## config.mk

```make
export PLATFORM = sky130hd
export DESIGN_NAME = mastermind_game_ctrl
export DESIGN_NICKNAME = d
export VERILOG_FILES = /design/src/rtl/mastermind_game_ctrl.sv
export SDC_FILE = /design/constraint.sdc
export NUM_CORES = 1
export LEC_CHECK = 0
export CAP_MARGIN = 40
export CORE_MARGIN = 2
export CORE_UTILIZATION = 46
export CTS_BUF_LIST = sky130_fd_sc_hd__clkbuf_8
export DETAILED_ROUTE_END_ITERATION = 8
export DONT_BUFFER_PORTS = 1
export GPL_TIMING_DRIVEN = 0
export PLACE_DENSITY_LB_ADDON = 0.05
export SYNTH_ARGS = -nofsm -noshare
export SYNTH_HDL_FRONTEND = slang
export SYNTH_SLANG_ARGS = --single-unit
```

## constraint.sdc

```tcl
create_clock -name clk -period 1.56 [get_ports clk]
set_input_delay 0.312 -clock clk [delete_from_list [all_inputs] [get_ports clk]]
set_output_delay 0.312 -clock clk [all_outputs]
set_load 0.01 [all_outputs]
```

## src/rtl/mastermind_game_ctrl.sv

```systemverilog
// Purpose: sequencing FSM for the Mastermind datapath (digit loads, peg compare, judge, win/lose).
// Latency: 4th guess press at T -> clear_score T+1, compare_en T+2..T+5, result_valid T+6.
// Backpressure: none; key presses arriving while the compare sequence runs are dropped, not queued.
module mastermind_game_ctrl #(
    parameter int MAX_GUESSES = 8,
    parameter int CNT_W       = 4
) (
    input  logic             clk,
    input  logic             resetn,
    input  logic             load,
    input  logic [2:0]       red_in,
    input  logic [2:0]       white_in,
    output logic [3:0]       load_code,
    output logic [3:0]       load_guess,
    output logic             clear_score,
    output logic             compare_en,
    output logic [1:0]       compare_i,
    output logic             hide_code,
    output logic             result_valid,
    output logic [CNT_W-1:0] guess_count,
    output logic             won,
    output logic             lost
);

    typedef enum logic [2:0] {
        S_CODE  = 3'd0,
        S_ARM   = 3'd1,
        S_GUESS = 3'd2,
        S_CLEAR = 3'd3,
        S_CMP   = 3'd4,
        S_JUDGE = 3'd5,
        S_WIN   = 3'd6,
        S_LOSE  = 3'd7
    } state_t;

    localparam logic [CNT_W-1:0] MAX_CNT  = CNT_W'(MAX_GUESSES);
    localparam logic [CNT_W:0]   MAX_WIDE = (CNT_W+1)'(MAX_GUESSES);

    state_t           state;
    state_t           state_nxt;
    logic [1:0]       idx;
    logic [1:0]       idx_nxt;
    logic [CNT_W-1:0] guess_count_nxt;

    logic             load_q;
    logic             press_en;
    logic             press;

    logic [CNT_W:0]   count_inc;
    logic             out_of_guesses;
    logic             all_red;

    // The white count is only for the player's display; judging needs red alone.
    logic             unused_white;
    assign unused_white = ^white_in;

    // Rising-edge detect on the load key. press_en stays low for the first cycle after
    // reset so a key held through reset never counts as a fresh press.
    always_ff @(posedge clk) begin
        if (!resetn) begin
            load_q   <= 1'b0;
            press_en <= 1'b0;
        end else begin
            load_q   <= load;
            press_en <= 1'b1;
        end
    end

    assign press = load & ~load_q & press_en;

    // Guess count one wider than the register so the compare against MAX_GUESSES cannot wrap.
    assign count_inc      = {1'b0, guess_count} + {{CNT_W{1'b0}}, 1'b1};
    assign out_of_guesses = (count_inc >= MAX_WIDE);
    assign all_red        = (red_in == 3'd4);

    // FSM state, shared digit/compare index and guess counter.
    always_ff @(posedge clk) begin
        if (!resetn) begin
            state       <= S_CODE;
            idx         <= 2'd0;
            guess_count <= '0;
        end else begin
            state       <= state_nxt;
            idx         <= idx_nxt;
            guess_count <= guess_count_nxt;
        end
    end

    // Next-state and Moore/press-qualified outputs; every output defaults low.
    always_comb begin
        state_nxt       = state;
        idx_nxt         = idx;
        guess_count_nxt = guess_count;
        load_code       = 4'b0000;
        load_guess      = 4'b0000;
        clear_score     = 1'b0;
        compare_en      = 1'b0;
        compare_i       = 2'd0;
        hide_code       = 1'b0;
        result_valid    = 1'b0;
        won             = 1'b0;
        lost            = 1'b0;

        case (state)
            S_CODE: begin
                if (press) begin
                    load_code = 4'b0001 << idx;
                    idx_nxt   = idx + 2'd1;
                    if (idx == 2'd3) begin
                        state_nxt = S_ARM;
                    end
                end
            end

            S_ARM: begin
                // Hand-over point between code setter and guesser.
                hide_code = 1'b1;
                if (press) begin
                    idx_nxt   = 2'd0;
                    state_nxt = S_GUESS;
                end
            end

            S_GUESS: begin
                hide_code = 1'b1;
                if (press) begin
                    load_guess = 4'b0001 << idx;
                    idx_nxt    = idx + 2'd1;
                    if (idx == 2'd3) begin
                        state_nxt = S_CLEAR;
                    end
                end
            end

            S_CLEAR: begin
                hide_code   = 1'b1;
                clear_score = 1'b1;
                idx_nxt     = 2'd0;
                state_nxt   = S_CMP;
            end

            S_CMP: begin
                // idx doubles as the comparator's code-digit index.
                hide_code  = 1'b1;
                compare_en = 1'b1;
                compare_i  = idx;
                idx_nxt    = idx + 2'd1;
                if (idx == 2'd3) begin
                    state_nxt = S_JUDGE;
                end
            end

            S_JUDGE: begin
                hide_code    = 1'b1;
                result_valid = 1'b1;
                idx_nxt      = 2'd0;
                if (guess_count < MAX_CNT) begin
                    guess_count_nxt = count_inc[CNT_W-1:0];
                end
                // A correct guess wins even when it is the last one allowed.
                if (all_red) begin
                    state_nxt = S_WIN;
                end else if (out_of_guesses) begin
                    state_nxt = S_LOSE;
                end else begin
                    state_nxt = S_GUESS;
                end
            end

            S_WIN, S_LOSE: begin
                won  = (state == S_WIN);
                lost = (state == S_LOSE);
                if (press) begin
                    clear_score     = 1'b1;
                    guess_count_nxt = '0;
                    idx_nxt         = 2'd0;
                    state_nxt       = S_CODE;
                end
            end

            default: begin
                state_nxt = S_CODE;
                idx_nxt   = 2'd0;
            end
        endcase
    end

endmodule

```

## Word level (Yosys, flattened, before mapping)

Index checks and enable logic that the tools add are counted.

- Bits of input ports: 9
- Register bits after elaboration: 11
- Output and inout bits: 20
- Word-level logic and storage cells: 70

- Order comparisons: 2
- Add/sub/neg operators: 2
- Shifts and indexed selects: 1
- Reduce and logical (&&, ||, !) cells: 10
- Bitwise gates (word level): 3
- Muxes and demuxes: 28
- Equality and inequality tests: 19

Operators with widths:

| cell | number |
|---|---|
| 3-bit 2-to-1 mux | 9 |
| 3-bit one-hot mux with 7 select lines | 1 |
| 4-bit 2-to-1 mux | 5 |
| 2-bit != test (second input constant) | 8 |
| 3-bit == test (second input constant) | 5 |
| 2-bit one-hot mux with 4 select lines | 1 |
| 4-bit one-hot mux with 2 select lines | 1 |
| 1-bit 2-to-1 mux | 7 |
| 7-bit AND reduction | 1 |
| 3-bit by 2-bit == test with 1-bit output (second input constant) | 2 |
| 2-bit 2-to-1 mux | 3 |
| 2-bit OR reduction | 3 |
| 4-bit by 1-bit adder with 5-bit output (second input constant) | 1 |
| 5-bit by 4-bit greater-or-equal comparator with 1-bit output (second input constant) | 1 |
| 5-bit OR reduction | 1 |
| 4-bit < comparator (second input constant) | 1 |
| 2-bit by 1-bit != test with 1-bit output (second input constant) | 2 |
| 1-bit by 2-bit << shifter with 4-bit output (first input constant) | 1 |
| 3-bit by 1-bit == test with 1-bit output (second input constant) | 1 |
| 3-bit zero test | 1 |
| 3-bit AND reduction | 1 |
| 3-bit OR reduction | 1 |
| 2-bit by 1-bit adder with 2-bit output (second input constant) | 1 |
| 1-bit bitwise AND | 2 |
| other kinds (5) | 5 |

## Depth between registers and ports, before layout

- Word-level depth: 5
- Mapped depth: 5
- Depth with buffers taken out: 5

## Least setup slack after synthesis

OpenSTA, ideal clock, no wires.

- Path kind: register to output
- Start point: reg load_q
- End point: out load_guess[0]
- Data required time: 1248 ps
- Cell stages (with the launch flop): 4
- Path slack: 216 ps
- Arrival: 1032 ps
- Path buffers: 0
- Cells stage by stage: dfxtp_1 nand3b_1 nor4_1 and2_1

- Cells in the longest elaborated chain, start to end: 5

RTL lines:

| item | line | text |
|---|---|---|
| start, declared | 45 | `logic load_q;` |
| start signal, assigned | 64 | `load_q <= load;` |
| 1-bit NOT | 69 | `assign press = load & ~load_q & press_en;` |
| 1-bit bitwise AND (2 in series) | 69 |  |
| 4-bit 2-to-1 mux | 126 | `if (press) begin` |
| 4-bit 2-to-1 mux | 104 | `case (state)` |
| end, declared | 14 | `output logic [3:0] load_guess,` |

No other way between the ends.

## Final worst setup path

Ends and elaborated chain as after synthesis.

==> impl_metrics.ini <==
[worst_hold_path]
hold-path-cell-count = 0
hold_end = press_en
min_from = resetn
holdCritPathClass = input pin to flip-flop

[route]
drc = 0
dr.pass1.iters = 4
detail-route-antenna-nets = 0
avgViaCountPerCell = 6.20
drt_iter0_drc = 8
routedWlPerCell_um = 15.3
wirelength_mm = 1.87
dr_total_vias = 757

[cts]
htree_levels = 1
cts_root_buf = clkbuf_8
ctsHoldBuffers = 0
clk_pin_slew_ns = 0.05
numCtsBuffers = 3
cts_tree = built
clock_latency_ns = 0.23
cts.sinks = 11
clk_path_buf_depth = 2

[placement]
gp_congestion = 0.771
io_buffers = 0
dpl_cell_area_um2 = 795
dp_slack_ns = -0.0604
dpl.cell_count = 114
hpwl_mm = 1.32

[grt]
grt_pass1_vias = 672
grt_overflow_total = 0
grt_max_degree = 11
antenna_found_initial = 0
grt_usage = 0.199
grt_first_pass_wirelength_mm = 2.96

[logic_synthesis]
yosysSeqAreaShare = 0.284
synth_top_cells_by_area = dfxtp_1, ha_1, and2_1, a21oi_1, nor3_1
syn_nets = 113
synth_top_area_share = 0.284
yosys_warnings = 0
synth_common_cells = dfxtp_1, and2_1, inv_1, nand2_1
synth-edff-count = 0
ys_ff_latch = 11
netlist_area_um2 = 774
synth_top_area_cell = dfxtp_1
synth_flop_cell = dfxtp_1
synth_cells = 98
synth.most_common_cell = dfxtp_1
avgSynthCellArea_um2 = 7.90
ys_async_sr_fraction = 0
ys_types = 34

[pwr]
switchingPower_uw = 171
share_seq_of_total_power = 0.449
combPwrFrac = 0.147
leakage_nw = 0.392
vdd_drop_max_mv = 0.594
switching_share = 0.249
power.density_nw_per_um2 = 733
p_int_uw = 514
power_frac_clock = 0.404

[worst_setup_path]
rr_startpoint = load_q
path_depth = 3
crit_chain = nand3b_1 -> nor4_4 -> and2_1
cp_top_family = simple AND/OR/NAND/NOR gates
cp_slowest_cell = dfxtp_1
crit_buf_inv = 0
cp_slowest_stage_delay_ns = 0.30
rrSetupSlack_ns = 0.18
r2r_cells = 5
worstSetupStartpointType = flip-flop
startpoint = load_q
crit_arrival_ns = 1.23
reg2reg_to = state[0]
end_kind = primary output
path_class = flip-flop to primary output
path_max_fanout = 4
required_ns = 1.25

[layout]
nets = 122
fin_cells = 122
antenna_cells = 0
final-seq-area_um2 = 230
final_area_um2 = 933
utilization = 0.606
drive_above_1_share = 0.264
multi_input_area_um2 = 547
fillers = 147
areaGrowthSynthToFinish_pct = 20.5

[sta]
setup-violations-final = 0
whs_ns = 0.0991
rsz0062_at_grt = yes
min_period_ns = 1.54
finClkSkew_ns = 0.00105
finalHoldViolCount = 0
tightestPinTransition_ns = 0.356
fmax_mhz = 650
relSlewSlack = 0.761
maxSlewViolCount = 0
fin_ws_ns = 0.0206
period_share = 0.987

[run_status]
status = finished, final reports clean

[floorplanning]
die_area_um2 = 2030
placeableCoreArea_um2 = 1540
initial_core_util = 0.502
chipWidth_um = 45.0
die_y_um = 45.0
rows = 14
ioPinCount = 29

[flow_run]
drv_cap = 0
## cells in the final DEF (no fill, tap or decap), drive strengths merged, types with 6 or more instances in the layout
master / instances
nand2: 7
nor2: 6
buf: 6
inv: 7
dfxtp: 11
a21oi: 7
o21ai: 6
ha: 6
and2: 9
nor3: 6
## what timing repair did
item,CTS,global route
gates cloned,0,0
buffers inserted,1,3
setup endpoints to repair,12,10
pin swaps,0,3
gates resized for setup,11,12
## routing by layer
metal  vias to the layer above  wire length (um)  part of all wire  track usage
met3                         2               143             0.077       0.0560
li1                        368                 -                 -            -
met2                        28               883              0.47        0.317
met1                       359               832              0.45        0.262
met5                         -                 0                 0            0
met4                         0                 9            0.0048       0.0529
## metrics by stage
| stage | power, mW | setup TNS [ns] |
|---|---|---|
| finish | 0.684 | 0 |
| global route | 0.724 | -0.247 |
| CTS | 0.681 | 0 |
| detailed placement | 0.401 | -0.232 |
| global placement | 0.398 | -0.0351 |
| floorplan | 0.385 | 0 |
## state kept, by name, indices dropped and copies added (netlist names)
signal       flops
load_q           1
state            3
press_en         1
guess_count      4
idx              2
## cells by family after synthesis
group,share of synthesized area
fa+ha+maj,0.0969
mux,0.0129
flops,0.284
xor+xnor,0.0113
simple gates,0.300
compound gates,0.228
buf+inv,0.0662
## cell type report
cell class,instances,area share
multi-input combinational,76,0.586
sequential,11,0.247
clock buffer,3,0.0442
buffer,4,0.0335
timing repair buffer,4,0.0322
inverter,7,0.0322
tap,16,0.0214
clock inverter,1,0.00402
## power groups by stage
stage | Combinational, mW | Clock [mW] | Sequential (mW)
floorplan | 0.0743 | 0 | 0.310
global placement | 0.0839 | 0 | 0.314
detailed placement | 0.0867 | 0 | 0.315
CTS | 0.0938 | 0.279 | 0.309
global route | 0.116 | 0.298 | 0.310
finish | 0.101 | 0.276 | 0.307
## worst max-delay path by stage
stage / end
2_1_floorplan: load_guess[0]
3_3_place_gp: load_guess[2]
3_5_place_dp: load_guess[1]
4_1_cts: load_guess[1]
5_1_grt: load_guess[0]
6_report: load_guess[0]
(Power assumes the default switching activity.)
